`config.mk`:
```
export PLATFORM = sky130hd
export DESIGN_NAME = uart_rx
export DESIGN_NICKNAME = d
export VERILOG_FILES = /design/src/rtl/uart_pkg.sv /design/src/rtl/uart_rx_sync.sv /design/src/rtl/uart_rx.sv
export SDC_FILE = /design/constraint.sdc
export NUM_CORES = 1
export LEC_CHECK = 0
export ABC_AREA = 1
export CORE_MARGIN = 1
export CORE_UTILIZATION = 45
export DETAILED_ROUTE_END_ITERATION = 10
export MAX_ROUTING_LAYER = met4
export PLACE_DENSITY = 0.72
export SLEW_MARGIN = 20
export SYNTH_ARGS = -nofsm -noshare
export SYNTH_HDL_FRONTEND = slang
export SYNTH_SLANG_ARGS = --single-unit
```
`constraint.sdc`:
```
create_clock -name clock_out -period 1.7 [get_ports clock_out]
set_clock_uncertainty 0.05 [all_clocks]
set_input_delay 0.425 -clock clock_out [delete_from_list [all_inputs] [get_ports clock_out]]
set_output_delay 0.425 -clock clock_out [all_outputs]
set_load 0.01 [all_outputs]
```
`src/rtl/uart_pkg.sv`:
```
// uart_pkg: receiver state encoding, frame bit levels and parity helper shared by the UART receiver
package uart_pkg;
  typedef enum logic [2:0] {IDLE, START, DATA, PARITY, STOP, BREAK} rx_state_t;
  localparam logic START_BIT = 1'b0;
  localparam logic STOP_BIT = 1'b1;
  // Even parity of data, inverted for odd; callers zero-extend narrower words.
  function automatic logic parity_calc(input logic [31:0] data, input logic odd);
    return ^data ^ odd;
  endfunction
endpackage

```
`src/rtl/uart_rx_sync.sv`:
```
// uart_rx_sync: 2-FF synchroniser for the serial line (resets to idle-high) plus falling-edge detect
//   clock_out  oversampled tick clock
//   nreset     asynchronous active-low reset
//   sdata_in   raw serial line, asynchronous to clock_out
//   rx_s       synchronised line
//   fall       high for one tick when rx_s goes from 1 to 0
module uart_rx_sync import uart_pkg::*; (
  input  logic clock_out,
  input  logic nreset,
  input  logic sdata_in,
  output logic rx_s,
  output logic fall
);
  // [0] metastability stage, [1] synchronised line, [2] previous synchronised value
  logic [2:0] sync_q, sync_d;
  always_comb sync_d = {sync_q[1:0], sdata_in};
  always_ff @(posedge clock_out or negedge nreset)
    if (!nreset) sync_q <= {3{STOP_BIT}};
    else sync_q <= sync_d;
  assign rx_s = sync_q[1];
  assign fall = sync_q[2] & ~sync_q[1];
endmodule

```
`src/rtl/uart_rx.sv`:
```
// uart_rx: oversampled UART receiver, LSB-first frames to a valid/ready word interface
//   clock_out        tick clock at BAUDRATE*OVERSAMPLING
//   nreset           asynchronous active-low reset
//   sdata_rx_in      serial line, idle high
//   ready_rx_in      consumer accepts data_rx_out while valid_rx_out is high
//   data_rx_out      last good word, stable while valid_rx_out is high
//   valid_rx_out     word pending until handshake
//   frame_err_out    one-tick pulse, stop bit sampled low
//   parity_err_out   one-tick pulse, parity mismatch (tied 0 unless UART_RX_PARITY_EN)
//   overrun_err_out  one-tick pulse, good word overwrote an unaccepted one
//   busy_rx_out      receiver not idle
// Define UART_RX_PARITY_EN to add a parity bit between data and stop.
module uart_rx import uart_pkg::*; #(
  parameter int BYTESIZES = 8,
  parameter int OVERSAMPLING = 16,
  parameter int PARITY_ODD = 0
) (
  input  logic                 clock_out,
  input  logic                 nreset,
  input  logic                 sdata_rx_in,
  input  logic                 ready_rx_in,
  output logic [BYTESIZES-1:0] data_rx_out,
  output logic                 valid_rx_out,
  output logic                 frame_err_out,
  output logic                 parity_err_out,
  output logic                 overrun_err_out,
  output logic                 busy_rx_out
);
  localparam int CW = $clog2(OVERSAMPLING);
  localparam int IW = $clog2(BYTESIZES + 1);
  localparam logic [CW-1:0] HALF = CW'(OVERSAMPLING / 2 - 1);
  localparam logic [CW-1:0] LAST = CW'(OVERSAMPLING - 1);
  localparam logic [IW-1:0] LAST_BIT = IW'(BYTESIZES - 1);
  rx_state_t state_q, state_d;
  logic [CW-1:0] cnt_q, cnt_d;
  logic [IW-1:0] idx_q, idx_d;
  logic [BYTESIZES-1:0] shift_q, shift_d, data_q, data_d;
  logic valid_q, valid_d, ferr_q, ferr_d, ovr_q, ovr_d;
  logic rx_s, fall, bit_end, stop_ok, good, pbad;
  uart_rx_sync u_sync (.clock_out, .nreset, .sdata_in(sdata_rx_in), .rx_s, .fall);
  assign bit_end = cnt_q == LAST;
`ifdef UART_RX_PARITY_EN
  logic pbad_q, pbad_d, perr_q, perr_d;
  assign pbad = pbad_q;
  assign parity_err_out = perr_q;
`else
  assign pbad = 1'b0;
  assign parity_err_out = 1'b0;
`endif
  always_ff @(posedge clock_out or negedge nreset)
    if (!nreset) state_q <= IDLE;
    else state_q <= state_d;
  always_comb begin
    state_d = state_q;
    case (state_q)
      IDLE:    state_d = fall ? START : IDLE;
      START:   if (cnt_q == HALF) state_d = rx_s == START_BIT ? DATA : IDLE;
`ifdef UART_RX_PARITY_EN
      DATA:    if (bit_end && idx_q == LAST_BIT) state_d = PARITY;
      PARITY:  if (bit_end) state_d = STOP;
`else
      DATA:    if (bit_end && idx_q == LAST_BIT) state_d = STOP;
`endif
      STOP:    if (bit_end) state_d = rx_s == STOP_BIT ? IDLE : BREAK;
      BREAK:   if (rx_s == STOP_BIT) state_d = IDLE;
      default: state_d = IDLE;
    endcase
  end
  always_comb begin
    // bit timing restarts at every state entry; IDLE keeps it parked at 0
    cnt_d = (state_d != state_q || state_q == IDLE) ? '0 : cnt_q + 1'b1;
    idx_d = state_q != DATA ? '0 : bit_end ? idx_q + 1'b1 : idx_q;
    shift_d = (state_q == DATA && bit_end) ? {rx_s, shift_q[BYTESIZES-1:1]} : shift_q;
    stop_ok = state_q == STOP && bit_end && rx_s == STOP_BIT;
    good = stop_ok && !pbad;
    ferr_d = state_q == STOP && bit_end && rx_s != STOP_BIT;
    // a completion on the handshake tick replaces the accepted word without overrun
    valid_d = good || (valid_q && !ready_rx_in);
    ovr_d = good && valid_q && !ready_rx_in;
    data_d = good ? shift_q : data_q;
`ifdef UART_RX_PARITY_EN
    pbad_d = (state_q == PARITY && bit_end) ? rx_s != parity_calc(32'(shift_q), PARITY_ODD[0]) : pbad_q;
    perr_d = stop_ok && pbad_q;
`endif
  end
  always_ff @(posedge clock_out or negedge nreset)
    if (!nreset) begin
      cnt_q <= '0;
      idx_q <= '0;
      shift_q <= '0;
      data_q <= '0;
      valid_q <= 1'b0;
      ferr_q <= 1'b0;
      ovr_q <= 1'b0;
`ifdef UART_RX_PARITY_EN
      pbad_q <= 1'b0;
      perr_q <= 1'b0;
`endif
    end else begin
      cnt_q <= cnt_d;
      idx_q <= idx_d;
      shift_q <= shift_d;
      data_q <= data_d;
      valid_q <= valid_d;
      ferr_q <= ferr_d;
      ovr_q <= ovr_d;
`ifdef UART_RX_PARITY_EN
      pbad_q <= pbad_d;
      perr_q <= perr_d;
`endif
    end
  assign data_rx_out = data_q;
  assign valid_rx_out = valid_q;
  assign frame_err_out = ferr_q;
  assign overrun_err_out = ovr_q;
  assign busy_rx_out = state_q != IDLE;
endmodule

```
==> run metrics <==
core area=3050 um2; Post-synth EDFFs=0; gpl congestion=0.866; Synth area leaders=dfrtp_1 (52%), nand2_1 (7.8%), dfstp_2 (5.5%), nand3_1 (4.9%), inv_1 (4.4%); chip width=58.6 um; Synth Register Bits=33; worst setup path category=reg -> out; port buffer count=15; # DRC=0; Routed WL=between 2000 and 3000 um; via count=approximately 1,100; Hold Path Stages=0; fmax=610 MHz; period utilisation layout=0.964; clock sinks=33; initial antenna violation count=0; crit path cell chain=clkdlybuf4s50_1; crit-path max cell delay=0.53 ns; Warnings, synthesis=0; die area=3440 um2; first-pass detailed-route iteration total=4; most frequent cells in the layout=nand2_1 (30), dfrtp_1 (30), inv_1 (17); setup TNS=0 ns; PD cells=911 nW/um2; Max-Cap Viols=0; setup violators final=0; number of fill cells in the layout=260; DP Wirelength=1800 um; pin count of the biggest net entering global routing=34; GRT Total Usage=0.179; vias in the first global route=roughly 1,100; TritonCTS clock tree=yes; CP Data Required Time=1.22 ns; critical path depth=1; FF-to-FF Start=cnt_q[0]$_DFF_PN0_; Avg Inst Size Synth=9.49 um2; Post-Syn Instances=152; I/O Pins=17; Syn Nets=158; Avg WL per Cell=roughly 11 um; Multi-input gate area=515 um2; Critical Path Sink Type=primary output; placed cell areas=1680 um2; Post-Syn Area=between 1000 and 1500 um2; maximum clock path buffer count=2; cell family with most CP delay=buffers and inverters; arrival time worst endpoint=about 1.2 ns; H-tree Lvls=2; cell area after layout=1790 um2; Worst Hold Class=reg -> reg; Area Overhead vs Synth=24.3%; share of layout cells above drive strength 1=0.197; startpoint type of the worst setup path=flop; Setup crit start=overrun_err_out$_DFF_PN0_; DIE HEIGHT=58.6 um; clock latency on the worst-skew pair=0.31 ns; status=finished clean; Hold Startpoint=u_sync.sync_q[0]$_DFF_PN1_; FFs w/ async S/R, synth=1.00; Hold Vio Cnt, Final=0; routed vias/inst=4.87; CTS root buf=clkbuf_4; fin. max-slew vios=0; Crit Path Max Fanout=1; hold buffer count at cts=0; Max IR drop VDD=0.643 mV; cell leakage power=about 0.96 nW; top_reg_cell synth=dfrtp_1; site row count=20; area leader, netlist=dfrtp_1; starting density of the core=0.473; CP max stage cell=clkdlybuf4s50_1; fin nets=188; total grt overflow=0; post-synth cell types=24; DR iter-0 viols=37; RSZ-0062 raised after global routing=false; Synth top area share=0.520; CTS clk-pin slew, worst paths=0.09 ns; first-pass GRT wire length=4450 um; CP Buf/Inv Count=1; number of buffers created by CTS=5; Worst Reg-to-Reg Cells=9; Final min period=1.64 ns; post-synthesis sequential area ratio=0.575; Antenna Cells=0; Reg area=slightly above 800 um2; Detail Route Antenna Nets=0
==> registers in the layout, summed over array words and instances, names as in the netlist <==
| register | cells |
|---|---|
| data_rx_out | 8 |
| cnt_q | 4 |
| state_q | 3 |
| overrun_err_out | 1 |
| shift_q | 8 |
| idx_q | 4 |
| valid_rx_out | 1 |
| u_sync.sync_q | 3 |
| frame_err_out | 1 |
==> cell families (layout without fill, tap and decap cells) <==
| logic type | count (synthesis) | after routing | share of synthesized area |
|---|---|---|---|
| fa+ha+maj | 2 | 2 | 0.0173 |
| flops | 33 | 33 | 0.575 |
| buf+inv | 25 | 56 | 0.0728 |
| compound gates | 19 | 19 | 0.0659 |
| other cells | 1 | 1 | 0.00260 |
| xor+xnor | 3 | 3 | 0.0182 |
| simple gates | 69 | 69 | 0.248 |
==> where the power goes <==
part,internal [mW],switching [mW]
sequential,0.834,0.0456
clock,0.204,0.249
combinational,0.135,0.165
==> routing by layer <==
metal  part of all wire  GRT usage  vias up
met5                  0          -        -
met4             0.0054     0.0884        0
met3              0.032     0.0462        2
met2               0.50      0.278       20
met1               0.46      0.218      542
li1                   -          -      542
==> worst paths after layout <==
| path | end | slack (ns) |
|---|---|---|
| max in group asynchronous | u_sync.sync_q[0]$_DFF_PN1_ | 0.93 |
| min | u_sync.sync_q[1]$_DFF_PN1_ | 0.31 |
| min reg2reg | u_sync.sync_q[1]$_DFF_PN1_ | 0.31 |
| max | overrun_err_out | 0.06 |
| max reg2reg | cnt_q[2]$_DFF_PN0_ | 0.11 |
| min in group asynchronous | shift_q[1]$_DFFE_PN0P_ | 0.42 |
==> stage by stage <==
| stage | util | setup WS (ns) | std cells | hold WS, ns | power, mW |
|---|---|---|---|---|---|
| 2_1_floorplan | - | 0.184 | 152 | 0.0794 | 1.07 |
| 3_3_place_gp | 0.550 | 0.0927 | 213 | 0.300 | 1.14 |
| 3_5_place_dp | 0.550 | 0.0253 | 213 | 0.301 | 1.15 |
| 4_1_cts | 0.573 | 0.00111 | 223 | 0.315 | 1.62 |
| 5_1_grt | 0.587 | 0.00514 | 227 | 0.319 | 1.72 |
| 6_report | 0.587 | 0.0614 | 227 | 0.312 | 1.63 |
==> layout make-up <==
class,count,area share
multi-input cells,94,0.288
well taps,44,0.0307
inverters,21,0.0447
clock buffers,8,0.0328
repair buffers,27,0.142
flip-flops and latches,33,0.463
==> synthesized netlist by cell type, types with 2 or more instances <==
cell / n
dfrtp_1: 30
nand2_1: 30
inv_1: 17
nand3_1: 14
nor2_1: 12
o21ai_0: 10
o21ai_1: 9
dfstp_2: 3
inv_2: 3
nor3_1: 3
buf_2: 2
buf_4: 2
ha_1: 2
nand3_2: 2
nand4_1: 2
nor3_4: 2
xnor2_1: 2
==> timing repair <==
action | in CTS | in global routing
resized for setup | 10 | 6
setup buffers | 2 | 4
endpoints found under the setup margin | 6 | 16
gates cloned | 0 | 0
pin swaps | 1 | 2
Note: power is estimated with default switching activity, not from simulation.
